### src/rtl/fifo_stream_reader_if.sv
// rtl/fifo_stream_reader_if.sv - FIFO read port and output stream bundle for fifo_stream_reader
interface fifo_stream_reader_if #(
  parameter int DATA_LEN = 16
);
  logic                fifo_empty;
  logic [DATA_LEN-1:0] fifo_data;
  logic                read_en;
  logic                m_valid;
  logic [DATA_LEN-1:0] m_data;
  logic                m_ready;

  modport master (
    input  fifo_empty, fifo_data, m_ready,
    output read_en, m_valid, m_data
  );

  modport slave (
    output fifo_empty, fifo_data, m_ready,
    input  read_en, m_valid, m_data
  );
endinterface

### src/rtl/fifo_stream_reader.sv
// rtl/fifo_stream_reader.sv - drains a 1-cycle-latency FIFO into a valid/ready stream
module fifo_stream_reader #(
  parameter int DATA_LEN  = 16,
  parameter int BUF_DEPTH = 2,
  parameter int CNT_WIDTH = 32
) (
  input  logic                 rd_clk,
  input  logic                 reset,
  input  logic                 flush,
  fifo_stream_reader_if.master bus,
  output logic [CNT_WIDTH-1:0] word_count,
  output logic                 busy
);
  localparam int IDX_W = $clog2(BUF_DEPTH);
  localparam int SUM_W = IDX_W + 2;
  localparam logic [IDX_W-1:0] LAST_IDX = IDX_W'(BUF_DEPTH - 1);

  logic [DATA_LEN-1:0] mem [BUF_DEPTH];
  logic [IDX_W-1:0]    head;
  logic [IDX_W-1:0]    tail;
  logic [SUM_W-1:0]    occ;
  logic [SUM_W-1:0]    level;
  logic                inflight;
  logic                pop_out;

  function automatic logic [IDX_W-1:0] next_idx(input logic [IDX_W-1:0] idx);
    return (idx == LAST_IDX) ? '0 : idx + IDX_W'(1);
  endfunction

  // Occupancy the buffer will have next cycle; a new read is only issued if a slot
  // is guaranteed free when its data lands.
  assign pop_out     = bus.m_valid && bus.m_ready;
  assign level       = occ + SUM_W'(inflight) - SUM_W'(pop_out);
  assign bus.read_en = !reset && !flush && !bus.fifo_empty && (level < SUM_W'(BUF_DEPTH));
  assign bus.m_valid = (occ != '0);
  assign bus.m_data  = bus.m_valid ? mem[head] : '0;
  assign busy        = (occ != '0) || inflight;

  always_ff @(posedge rd_clk or posedge reset) begin
    if (reset) begin
      occ        <= '0;
      inflight   <= 1'b0;
      head       <= '0;
      tail       <= '0;
      word_count <= '0;
    end else if (flush) begin
      occ      <= '0;
      inflight <= 1'b0;
      head     <= '0;
      tail     <= '0;
      if (pop_out) word_count <= word_count + CNT_WIDTH'(1);
    end else begin
      occ      <= level;
      inflight <= bus.read_en;
      if (inflight) tail <= next_idx(tail);
      if (pop_out) begin
        head       <= next_idx(head);
        word_count <= word_count + CNT_WIDTH'(1);
      end
    end
  end

  // Storage needs no reset: m_data is masked while the buffer is empty.
  always_ff @(posedge rd_clk) begin
    if (inflight && !flush) mem[tail] <= bus.fifo_data;
  end
endmodule

### src/flat_wrapper.sv
// flat-port wrapper written by rule: the top's interface ports become plain ports
module fifo_stream_reader_flat 
#(
  parameter int DATA_LEN  = 16,
  parameter int BUF_DEPTH = 2,
  parameter int CNT_WIDTH = 32
)
  (rd_clk, reset, flush, word_count, busy, bus_fifo_empty, bus_fifo_data, bus_m_ready, bus_read_en, bus_m_valid, bus_m_data);
  fifo_stream_reader_if #(.DATA_LEN(DATA_LEN)) bus_i ();
  input  logic rd_clk;
  input  logic reset;
  input  logic flush;
  output logic [CNT_WIDTH-1:0] word_count;
  output logic busy;
  input wire logic [$bits(bus_i.fifo_empty)-1:0] bus_fifo_empty;
  input wire logic [$bits(bus_i.fifo_data)-1:0] bus_fifo_data;
  input wire logic [$bits(bus_i.m_ready)-1:0] bus_m_ready;
  output wire logic [$bits(bus_i.read_en)-1:0] bus_read_en;
  output wire logic [$bits(bus_i.m_valid)-1:0] bus_m_valid;
  output wire logic [$bits(bus_i.m_data)-1:0] bus_m_data;
  assign bus_i.fifo_empty = bus_fifo_empty;
  assign bus_i.fifo_data = bus_fifo_data;
  assign bus_i.m_ready = bus_m_ready;
  assign bus_read_en = bus_i.read_en;
  assign bus_m_valid = bus_i.m_valid;
  assign bus_m_data = bus_i.m_data;
  fifo_stream_reader #(.DATA_LEN(DATA_LEN), .BUF_DEPTH(BUF_DEPTH), .CNT_WIDTH(CNT_WIDTH)) u_core (.rd_clk(rd_clk), .reset(reset), .flush(flush), .bus(bus_i), .word_count(word_count), .busy(busy));
endmodule
### config.mk
export PLATFORM = sky130hd
export DESIGN_NAME = fifo_stream_reader_flat
export DESIGN_NICKNAME = d
export VERILOG_FILES = /design/src/rtl/fifo_stream_reader_if.sv /design/src/rtl/fifo_stream_reader.sv /design/src/flat_wrapper.sv
export SDC_FILE = /design/constraint.sdc
export NUM_CORES = 1
export LEC_CHECK = 0
export CAP_MARGIN = 5
export CORE_UTILIZATION = 30
export DETAILED_ROUTE_END_ITERATION = 8
export GPL_ROUTABILITY_DRIVEN = 0
export SYNTH_ARGS = -nofsm -noshare
export SYNTH_HDL_FRONTEND = slang
export SYNTH_SLANG_ARGS = --single-unit
### constraint.sdc
create_clock -name rd_clk -period 3.6 [get_ports rd_clk]
set_clock_uncertainty 0.2 [all_clocks]
set_input_delay 0.72 -clock rd_clk [delete_from_list [all_inputs] [get_ports rd_clk]]
set_output_delay 0.72 -clock rd_clk [all_outputs]
set_load 0.005 [all_outputs]
; Word level (Yosys, flattened, before mapping)
; Memories as Yosys holds them, arrays and structs flattened.
; Index checks and enable logic that the tools add are counted.
[word_totals]
ff_bits = 38
memories = 1
elab_cells = 35
mem_bits_rw = 32
[classes]
muxes = 11
n_lt_le_gt_ge = 1
reduce_logical = 12
n_addsub = 5
[mem_list]
columns = name, depth, word_bits, rd, rd_clocked_by_memory_dff, wr, line
row1 = u_core.mem, 2, 16, 1, 0, 1, fifo_stream_reader.sv:18  ; logic [DATA_LEN-1:0] mem [BUF_DEPTH];
[ops]
columns = operator, n
row1 = adder 32 x 1 -> 32 bit (second input constant), 1
row2 = two-way mux 16 bit, 1
row3 = two-way mux 1 bit, 9
row4 = logical AND 1 bit, 5
row5 = nonzero test 2 bit, 2
row6 = adder 3 x 1 -> 3 bit, 1
row7 = zero test 1 bit, 3
row8 = < comparator 3 x 2 -> 1 bit (second input constant), 1
row9 = two-way mux 3 bit, 1
row10 = nonzero test 3 bit, 1
row11 = subtractor 3 x 1 -> 3 bit, 1
row12 = adder 1 bit (second input constant), 2
row13 = logical OR 1 bit, 1

; Depth between registers and ports, before layout
; Gate-level depths: netlist of the first run.
[logic_depth]
word_depth = 6
ltp_mapped = 13
ltp_nobuf = 12

; Worst setup path before layout of the first run
; OpenSTA, ideal clock, no wires.
[synth_path]
path_type = register to output
startpoint = register u_core.occ[0]
endpoint = output port bus_read_en
path_slack_ns = 0.200
path_stages_with_launch = 14
path_buffers = 1
required_ns = 2.680
arrival_time_ns = 2.480
cell_sequence = dfrtp_1 nor3_2 buf_2 inv_1 nand2_1 inv_1 ha_1 inv_1 ha_1 inv_1 fa_1 xnor2_1 xnor2_1 nor4_1
[synth_between]
elab_chain_cells = 5
elab_cells_between_ends = 6
cone_classes = add/sub: 2 / order compare: 1 / reduce/logical: 3
[synth_rtl]
columns = element, line
row1 = from (decl), fifo_stream_reader.sv:21  ; logic [SUM_W-1:0] occ;
row2 = from (signal assigned), fifo_stream_reader.sv:53  ; occ <= level;
row3 = nonzero test 3 bit, fifo_stream_reader.sv:35  ; assign bus.m_valid = (occ != '0);
row4 = named net bus_m_valid, flat_wrapper.sv:19  ; output wire logic [$bits(bus_i.m_valid)-1:0] bus_m_valid;
row5 = logical AND 1 bit, fifo_stream_reader.sv:32  ; assign pop_out = bus.m_valid && bus.m_ready;
row6 = named net u_core.pop_out, fifo_stream_reader.sv:24  ; logic pop_out;
row7 = subtractor 3 x 1 -> 3 bit, fifo_stream_reader.sv:33  ; assign level = occ + SUM_W'(inflight) - SUM_W'(pop_out);
row8 = < comparator 3 x 2 -> 1 bit, fifo_stream_reader.sv:34  ; assign bus.read_en = !reset && !flush && !bus.fifo_empty && (level < SUM_W'(BUF_DEPTH));
row9 = logical AND 1 bit, fifo_stream_reader.sv:34
row10 = to (decl), flat_wrapper.sv:18  ; output wire logic [$bits(bus_i.read_en)-1:0] bus_read_en;
; The timed path passes the listed nets, and every way through them passes these cells.

; Final worst setup path of the first run
[layout_path]
startpoint = register u_core.occ[0]
endpoint = output port bus_read_en
[layout_between]
elab_chain_cells = 5
elab_cells_between_ends = 6
cone_classes = add/sub: 2 / order compare: 1 / reduce/logical: 3
[layout_rtl]
columns = element, line
row1 = nonzero test 3 bit, fifo_stream_reader.sv:35
row2 = logical AND 1 bit, fifo_stream_reader.sv:32
row3 = named net u_core.pop_out, fifo_stream_reader.sv:24
row4 = subtractor 3 x 1 -> 3 bit, fifo_stream_reader.sv:33
row5 = < comparator 3 x 2 -> 1 bit, fifo_stream_reader.sv:34
row6 = logical AND 1 bit, fifo_stream_reader.sv:34
; The timed path passes the listed nets, and every way through them passes these cells.

==> results.toml, run 1 <==
[run_status]
outcome = "complete, no violations"

[routing]
drc = 0
wirelength_mm = 5.94
final_antenna_net_count = 0
vias = 1984
drt_pre_antenna_iters = 4
dr.first_iter.drc_count = 57
wire_per_inst_um = 12.9
vias_per_cell = 4.32

[layout]
layout.cells.non_filler = 459
drive_gt1_frac = 0.147
nNetsFinal = 346
n_antenna_cell = 0
area_growth_pct = 38.2

[worst_hold_path]
whs_path_depth = 1
min_from = "u_core.word_count[31]"
whs_endpoint = "u_core.word_count[31]"
hold_class = "reg -> reg"

[timing]
drv_slew = 0
setup_violations = 0
finalHoldViolCount = 0
worst_slew_pin_slew_ps = 787
rsz0062_at_grt = "true"
slew_headroom = 0.475
period_needed_ps = 3520
fin_crit_sh = 0.978
fin_ws_ps = 77.8
fmax_mhz = 284

[clock_tree]
ctsHoldBuffers = 0
clockBufferDepth = 2
clock-sinks = 70
clock_latency_ps = 340
cts.htree.levels = 3
cts_buffers = 9
path_clk_slew_ps = 80
cts_tree = "done"
cts-root-buf = "clkbuf_8"

[worst_setup_path]
required_ps = 2680
crit_chain = "nor3_2, inv_1, nand2_1, inv_1, ha_1, inv_1, ha_1, inv_1, fa_1, xnor2_1, xnor2_1, nor4_1, buf_2"
critPathBufInv = 5
path_max_fanout = 2
crit_top_cell = "inv_1"
r2r_start = "u_core.occ[0]"
cpLargestDelayFamily = "adder cells"
r2r_slack_ps = 980
critical_path_class = "reg -> out"
cp-start-kind = "flip-flop"
r2r-end = "u_core.inflight"
critPathArrivalTime_ps = 2600
cpPeakStageDelay_ps = 390
rr_worst_depth = 13
slowest_stage = "dfrtp_1"
endpoint_kind = "output pin"

[synthesis]
netlist_area_um2 = 3060
ys_seq_area_frac = 0.624
synthXorXnorAreaFrac = 0.100
postSynthCellCount = 233
ys_warn_count = 0
ys_ff_latch = 70
synth-adder-area-share = 0.0188
synth_area_leaders = "edfxtp_1 31%, dfrtp_1 31%, xnor2_1 5.7%"
synth_top_area_frac = 0.314
yosysUniqueCellTypes = 33
syn_avg_cell_area_um2 = 13.2
syn_nets = 258
synth-simple-area-share = 0.178
synth_top_family_by_area = "simple AND/OR/NAND/NOR gates"
synth-compound-area-share = 0
yosys-mux-area-fraction = 0.0559
yosys.area.top_type = "edfxtp_1"

[placed_design]
post-place-cells = 443
hpwl_mm = 4.19
io_buffers = 71
place_ws_ps = -570

[floorplanning]
die_area_um2 = 10600
fp.coreArea_um2 = 9820
die_x_um = 103
start_util = 0.312
die_h_um = 103
ioPinCount = 72
row_count = 36

[pwr]
p_per_area_nw_per_um2 = 585
ir_drop_mv = 0.304
total_power_w = 0.00248
leakage_nw = 1.71

[global_route]
grt_usage = 0.121
antenna_found_initial = 0
grt_max_degree = 39
grt_pass1_wl_mm = 9.56
grt-ovfl-total = 0
first_global_vias = 2048

[flow_run]
drv_cap = 0
[area by class of cell]
cell class / count / area [um2]
inverters: 10 / 51.3
multi-input cells: 148 / 1080
repair buffers: 82 / 787
fillers: 986 / 5590
clock inverters: 5 / 58.8
clock buffers: 11 / 174
flip-flops and latches: 70 / 1910
well taps: 133 / 166
[worst max-delay path by stage]
| stage | startpoint | endpoint | slack [ps] | cells past startpoint |
|---|---|---|---|---|
| 6_report | u_core.occ[0] | bus_read_en | 80 | 13 |
| 5_1_grt | u_core.occ[0] | bus_read_en | -130 | 13 |
| 4_1_cts | u_core.occ[0] | bus_read_en | 30 | 13 |
| 3_5_place_dp | bus_m_ready | bus_read_en | -570 | 12 |
| 3_3_place_gp | bus_m_ready | bus_read_en | -550 | 12 |
| 2_1_floorplan | u_core.occ[0] | bus_read_en | 200 | 13 |
[synth_stat cells, drive strengths merged]
cell    instances
inv             9
nor3b           1
dfrtp          38
mux2i          16
nor4            2
nand2b          2
and4            3
bufinv          1
nand2          14
mux2            1
xnor2          20
xor2           15
and3            3
nor2b           2
nand4           8
clkbuf          2
and3b           1
and2            1
nor3           10
fa              1
ha              3
nand3          12
edfxtp         32
buf             3
nor2           33
[layout by cell type, fill, tap and decap left out, drive strengths merged]
cell type,synthesis,routed
clkdlybuf4s50,0,69
dfrtp,38,38
nor2,33,33
edfxtp,32,32
xnor2,20,20
mux2i,16,16
xor2,15,15
nand2,14,14
nand3,12,12
buf,3,12
inv,9,12
clkbuf,2,11
nor3,10,10
nand4,8,8
ha,3,3
and3,3,3
and4,3,3
nor2b,2,2
nand2b,2,2
nor4,2,2
bufinv,1,2
and2,1,1
mux2,1,1
nor3b,1,1
and3b,1,1
fa,1,1
clkinv,0,1
dlygate4sd2,0,1
[state kept, by name (all words and copies together) (netlist names)]
register / cells
u_core.tail: 1
u_core.head: 1
u_core.mem: 32
u_core.word_count: 32
u_core.occ: 3
u_core.inflight: 1
[stage by stage]
| stage | TNS, ps | utilization | hold slack (ps) | instance area [um2] |
|---|---|---|---|---|
| 2_1_floorplan | 0 | - | 265 | 3060 |
| 3_3_place_gp | -549 | 0.408 | 255 | 4010 |
| 3_5_place_dp | -570 | 0.408 | 272 | 4010 |
| 4_1_cts | 0 | 0.431 | 284 | 4230 |
| 5_1_grt | -127 | 0.431 | 304 | 4230 |
| 6_report | 0 | 0.431 | 273 | 4230 |
[routing by layer]
layer	GRT usage	part of all wire
met2	0.203	0.49
met4	0.0423	0.013
met5	0	0
met3	0.0441	0.047
met1	0.143	0.45
[worst register-to-register path, stage by stage, from the launching register on]
cell	delay [ps]
dfrtp_1	390
nor3_2	200
inv_1	70
nand2_1	70
inv_1	50
ha_1	290
inv_1	60
ha_1	140
inv_1	50
fa_1	370
xnor2_1	140
xnor2_1	140
buf_4	140
nor4_1	210
[cell families (layout without fill, tap and decap cells)]
group         after synthesis  in the layout
mux                        17             17
fa+ha+maj                   4              4
xor+xnor                   35             35
flops                      70             70
buf+inv                    15            108
simple gates               92             92
[power by group]
group | switching [W] | internal, W | leakage, nW
Clock | 0.000308 | 0.000409 | 0.121
Combinational | 0.000331 | 0.000463 | 0.795
Sequential | 0.0000647 | 0.000901 | 0.791
Total | 0.000703 | 0.00177 | 1.71
[repair_timing]
item                                    CTS  global route
buffers inserted                          0             0
endpoints found under the setup margin    1             1
pin swaps                                 2             0
gates resized for setup                   5             0
(Power assumes the default switching activity.)
==> run 2: changes to the inputs <==
==> constraint.sdc (replaced) <==
create_clock -name rd_clk -period 3.95 [get_ports rd_clk]
set_clock_uncertainty 0.2 [all_clocks]
set_input_delay 0.79 -clock rd_clk [delete_from_list [all_inputs] [get_ports rd_clk]]
set_output_delay 0.79 -clock rd_clk [all_outputs]
set_load 0.005 [all_outputs]
==> results.toml, run 2 (synthesized netlist as in run 1, its figures left out) <==
[pwr]
p_per_area_nw_per_um2 = 529
ir_drop_mv = 0.364
leakage_nw = 1.70
total_power_w = 0.00223

[run_status]
outcome = "complete, no violations"

[global_route]
grt_pass1_wl_mm = 9.49
grt_max_degree = 39
first_global_vias = 1885
grt_usage = 0.121
grt-ovfl-total = 0
antenna_found_initial = 0

[flow_run]
drv_cap = 0

[routing]
drt_pre_antenna_iters = 4
final_antenna_net_count = 0
dr.first_iter.drc_count = 59
vias = 2002
wirelength_mm = 5.96
vias_per_cell = 4.38
wire_per_inst_um = 13.1
drc = 0

[timing]
fin_ws_ps = 164
setup_tns_ps = 0
setup_violations = 0
worst_slew_pin_slew_ps = 955
fin_crit_sh = 0.958
finalHoldViolCount = 0
fmax_mhz = 264
slew_headroom = 0.364
period_needed_ps = 3790
drv_slew = 0

[clock_tree]
clockBufferDepth = 2
cts-root-buf = "clkbuf_8"
cts_buffers = 9
path_clk_slew_ps = 80
clock_latency_ps = 340
ctsHoldBuffers = 0
cts_tree = "done"
clock-sinks = 70
cts.htree.levels = 3

[floorplanning]
fp.coreArea_um2 = 9820
ioPinCount = 72
row_count = 36
die_area_um2 = 10600
die_x_um = 103
die_h_um = 103
start_util = 0.312

[worst_setup_path]
endpoint_kind = "output pin"
cpPeakStageDelay_ps = 430
path_max_fanout = 3
slowest_stage = "dfrtp_1"
cp-start-kind = "flip-flop"
critPathArrivalTime_ps = 2800
critical_path_class = "reg -> out"
required_ps = 2960
crit_chain = "nor3_2, inv_1, nand2_1, inv_1, ha_1, inv_1, ha_1, inv_1, fa_2, xnor2_2, xnor2_2, nor4_1, buf_2"
crit_top_cell = "inv_1"

[layout]
final_util = 0.429
nFillCells = 977
layout_common_cells = "69 x clkdlybuf4s50_1, 38 x dfrtp_1, 32 x nor2_1, 32 x edfxtp_1, 18 x xnor2_1"
nNetsFinal = 344
area_growth_pct = 37.5
reg.largest.list = "u_core.mem: 32 flops, u_core.word_count: 32 flops, u_core.occ: 3 flops"
layout.cells.non_filler = 457
multi_input_area_um2 = 1100
regArea_um2 = 1910
n_antenna_cell = 0
drive_gt1_frac = 0.145
final_common_cell = "clkdlybuf4s50_1"

[placed_design]
hpwl_mm = 4.09
io_buffers = 71
place_ws_ps = -389
post-place-cells = 439

[worst_hold_path]
hold_class = "reg -> reg"
-- run 2: cell type report --
cell class | instances | area share
Clock buffer | 14 | 0.0463
Clock inverter | 2 | 0.00238
Inverter | 10 | 0.0122
Multi-Input combinational cell | 148 | 0.262
Sequential cell | 70 | 0.454
Tap cell | 133 | 0.0395
Timing Repair Buffer | 80 | 0.184
-- run 2: power breakdown --
part           internal, W  switching (W)  leakage (nW)
clock             0.000321       0.000255         0.107
sequential        0.000821       0.000103         0.791
combinational     0.000447       0.000280         0.800
-- run 2: critical path: cells and delay by family, from the launching register on --
| kind | cells | cell delay [ps] |
|---|---|---|
| buffers and inverters | 5 | 410 |
| xor gates and xnor gates | 2 | 340 |
| adders and majority gates | 3 | 760 |
| and+or+nand+nor | 3 | 520 |
| DFF | 1 | 430 |
-- run 2: worst paths after layout --
path | start | end | slack [ps] | depth (start not counted)
min reg2reg | u_core.word_count[31] | u_core.word_count[31] | 260 | 1
max reg2reg | u_core.occ[2] | u_core.inflight | 1110 | 14
max in group asynchronous | reset | u_core.word_count[27] | 2460 | 3
min in group asynchronous | reset | u_core.occ[1] | 730 | 3
max | u_core.occ[2] | bus_read_en | 160 | 13
min | u_core.word_count[31] | u_core.word_count[31] | 260 | 1
-- run 2: timing repair --
item	in CTS	in global routing
setup endpoints to repair	1	1
pin swaps	1	5
buffers inserted	0	2
resized for setup	4	4
-- run 2: stage by stage --
step / cell area, um2 / hold slack (ps)
3_3_place_gp: 3980 / 256
5_1_grt: 4210 / 292
4_1_cts: 4180 / 271
2_1_floorplan: 3060 / 265
6_report: 4210 / 264
3_5_place_dp: 3980 / 261
-- run 2: layer usage --
| metal | global-route usage | wire, um | up-vias |
|---|---|---|---|
| li1 | - | - | 968 |
| met1 | 0.159 | 2650 | 979 |
| met2 | 0.186 | 2960 | 47 |
| met3 | 0.0319 | 260 | 8 |
| met4 | 0.0618 | 86 | 0 |
| met5 | 0 | 0 | - |
==> RTL edit (flow settings as in run 2) <==
`CNT_WIDTH` is set to 32 in 2 places; all go to 48.
--- a/src/rtl/fifo_stream_reader.sv
+++ b/src/rtl/fifo_stream_reader.sv
@@ -2,7 +2,7 @@
 module fifo_stream_reader #(
   parameter int DATA_LEN  = 16,
   parameter int BUF_DEPTH = 2,
-  parameter int CNT_WIDTH = 32
+  parameter int CNT_WIDTH = 48
 ) (
   input  logic                 rd_clk,
   input  logic                 reset,
--- a/src/flat_wrapper.sv
+++ b/src/flat_wrapper.sv
@@ -3,7 +3,7 @@
 #(
   parameter int DATA_LEN  = 16,
   parameter int BUF_DEPTH = 2,
-  parameter int CNT_WIDTH = 32
+  parameter int CNT_WIDTH = 48
 )
   (rd_clk, reset, flush, word_count, busy, bus_fifo_empty, bus_fifo_data, bus_m_ready, bus_read_en, bus_m_valid, bus_m_data);
   fifo_stream_reader_if #(.DATA_LEN(DATA_LEN)) bus_i ();
Interface: changed (resized word_count); port bits go from 72 to 88. No check against the original RTL was run, so the function may have changed too.
==> RTL edit against run 2 <==
- critical path depth did not move
- critical path type is now input pin to primary output
- area after synthesis rose by 23%
- non-clock buffer count rose by 22
- first-iteration DRC count rose by 90%
- count of clock-buffer cells in the layout fell by 5
- design area rose by 25%
- wire length rose by 37%
- largest power group unchanged
- sequential cell count rose by 16
- total power rose by 20%
- highest routed layer unchanged
- cell count rose by 28%
- setup slack got worse by 28 ps
- largest cell class unchanged
==> RTL edit: results (changes against run 2) <==
.. list-table::
   :header-rows: 1

   * - Metric
     - Value
   * - HP Start
     - u_core.word_count[47]
   * - Global routing met3 resource utilization
     - 3.99% (+0.80 points)
   * - Leading cell types by total area after synthesis
     - sky130_fd_sc_hd__dfrtp_1 (36%), sky130_fd_sc_hd__edfxtp_1 (26%), sky130_fd_sc_hd__xnor2_1 (9.3%), sky130_fd_sc_hd__mux2i_1 (4.3%), sky130_fd_sc_hd__nand4_1 (3.7%)
   * - Total nets after synthesis
     - 328 (+27%)
   * - Post-Place Worst Slack
     - -527 ps (-138 ps)
   * - Fraction of final layout cells sized beyond drive strength 1
     - 12.5% (-2.0 points)
   * - Depth of the most critical reg-to-reg path
     - 7 (-7)
   * - Worst-path clk slew
     - 60 ps (-20 ps)
   * - Number of violations reported at the end of detailed-routing iteration 0
     - 112 (+90%)
   * - GR Layer Usage met1
     - 17.3% (+1.4 points)
   * - Commonest cells post-synth
     - sky130_fd_sc_hd__dfrtp_1 (54), sky130_fd_sc_hd__xnor2_1 (40), sky130_fd_sc_hd__edfxtp_1 (32), sky130_fd_sc_hd__nor2_1 (32), sky130_fd_sc_hd__nand2_1 (24)
   * - Top Registers
     - u_core.word_count (48), u_core.mem (32), u_core.occ (3)
   * - Worst Tran Pin Value
     - 915 ps (-39.2 ps)
   * - Vias in the first global route
     - 2731 (+45%)
   * - Total length of routed met3 wires
     - 463 um (+78%)
   * - Post-synthesis instance total
     - 303 (+30%)
   * - Port Buf Inserts
     - 87 (+23%)
   * - Net switching power figure
     - 0.750 mW (+18%)
   * - Total routing resource utilization after global routing
     - 13.3% (+1.2 points)
   * - Maximum number of pins on one net before global-route repair
     - 27 (-31%)
   * - Hold path endpoint
     - u_core.word_count[47]
   * - Peak VDD IR
     - 267 uV (-27%)
   * - Met2 usage
     - 21.2% (+2.6 points)
   * - Launching instance or port of the critical path
     - bus_m_ready
   * - Power share of the clock group
     - 31.3% (+5.4 points)
   * - Total half-perimeter wirelength after legalization and detailed placement
     - 5800 um (+42%)
   * - Worst-case register-to-register setup slack
     - 1170 ps (+60 ps)
   * - Start of the worst register-to-register path
     - u_core.occ[0]
   * - Critical path's slowest cell
     - sky130_fd_sc_hd__fa_2
   * - Worst Hold Margin
     - 276 ps (+11.2 ps)
   * - Async S/R FF share, synth
     - 62.8% (+8.5 points)
   * - Result of the run
     - completed
   * - Library cell used as clock root buffer
     - sky130_fd_sc_hd__clkbuf_16
   * - Placed inst area
     - 4920 um2 (+24%)
   * - Design internal power
     - 1.93 mW (+21%)
   * - DR vias/cell
     - 4.60 (+5.0%)
   * - Arrival time worst endpoint
     - 2820 ps (+20 ps)
   * - Final standard cell count with taps included and fillers excluded
     - 583 (+28%)
   * - Fmax achieved
     - 262 MHz (-0.73%)
[RTL edit: cell types whose count changed after synthesis, sizes merged, moves of 3 or more]
cell / change
and3: +5
dfrtp: +16
nand2: +10
nand3: +3
nand4: +14
nor3: -3
nor4: +4
xnor2: +20
xor2: -4
[RTL edit: cells by family after synthesis]
| family | Yosys count | synth area share (%) |
|---|---|---|
| mux | 16 | 4.26 |
| flops | 86 | 61.5 |
| buf+inv | 14 | 1.46 |
| xor+xnor | 51 | 11.9 |
| fa+ha+maj | 4 | 1.53 |
| compound gates | 1 | 0.233 |
| simple gates | 131 | 19.2 |
[RTL edit: final cells by class]
| class | count | area [um2] |
|---|---|---|
| fillers | 1157 | 6830 |
| flip-flops and latches | 86 | 2310 |
| multi-input cells | 203 | 1450 |
| repair buffers | 102 | 983 |
| clock buffers | 9 | 225 |
| well taps | 168 | 210 |
| clock inverters | 7 | 72.6 |
| inverters | 8 | 30.0 |
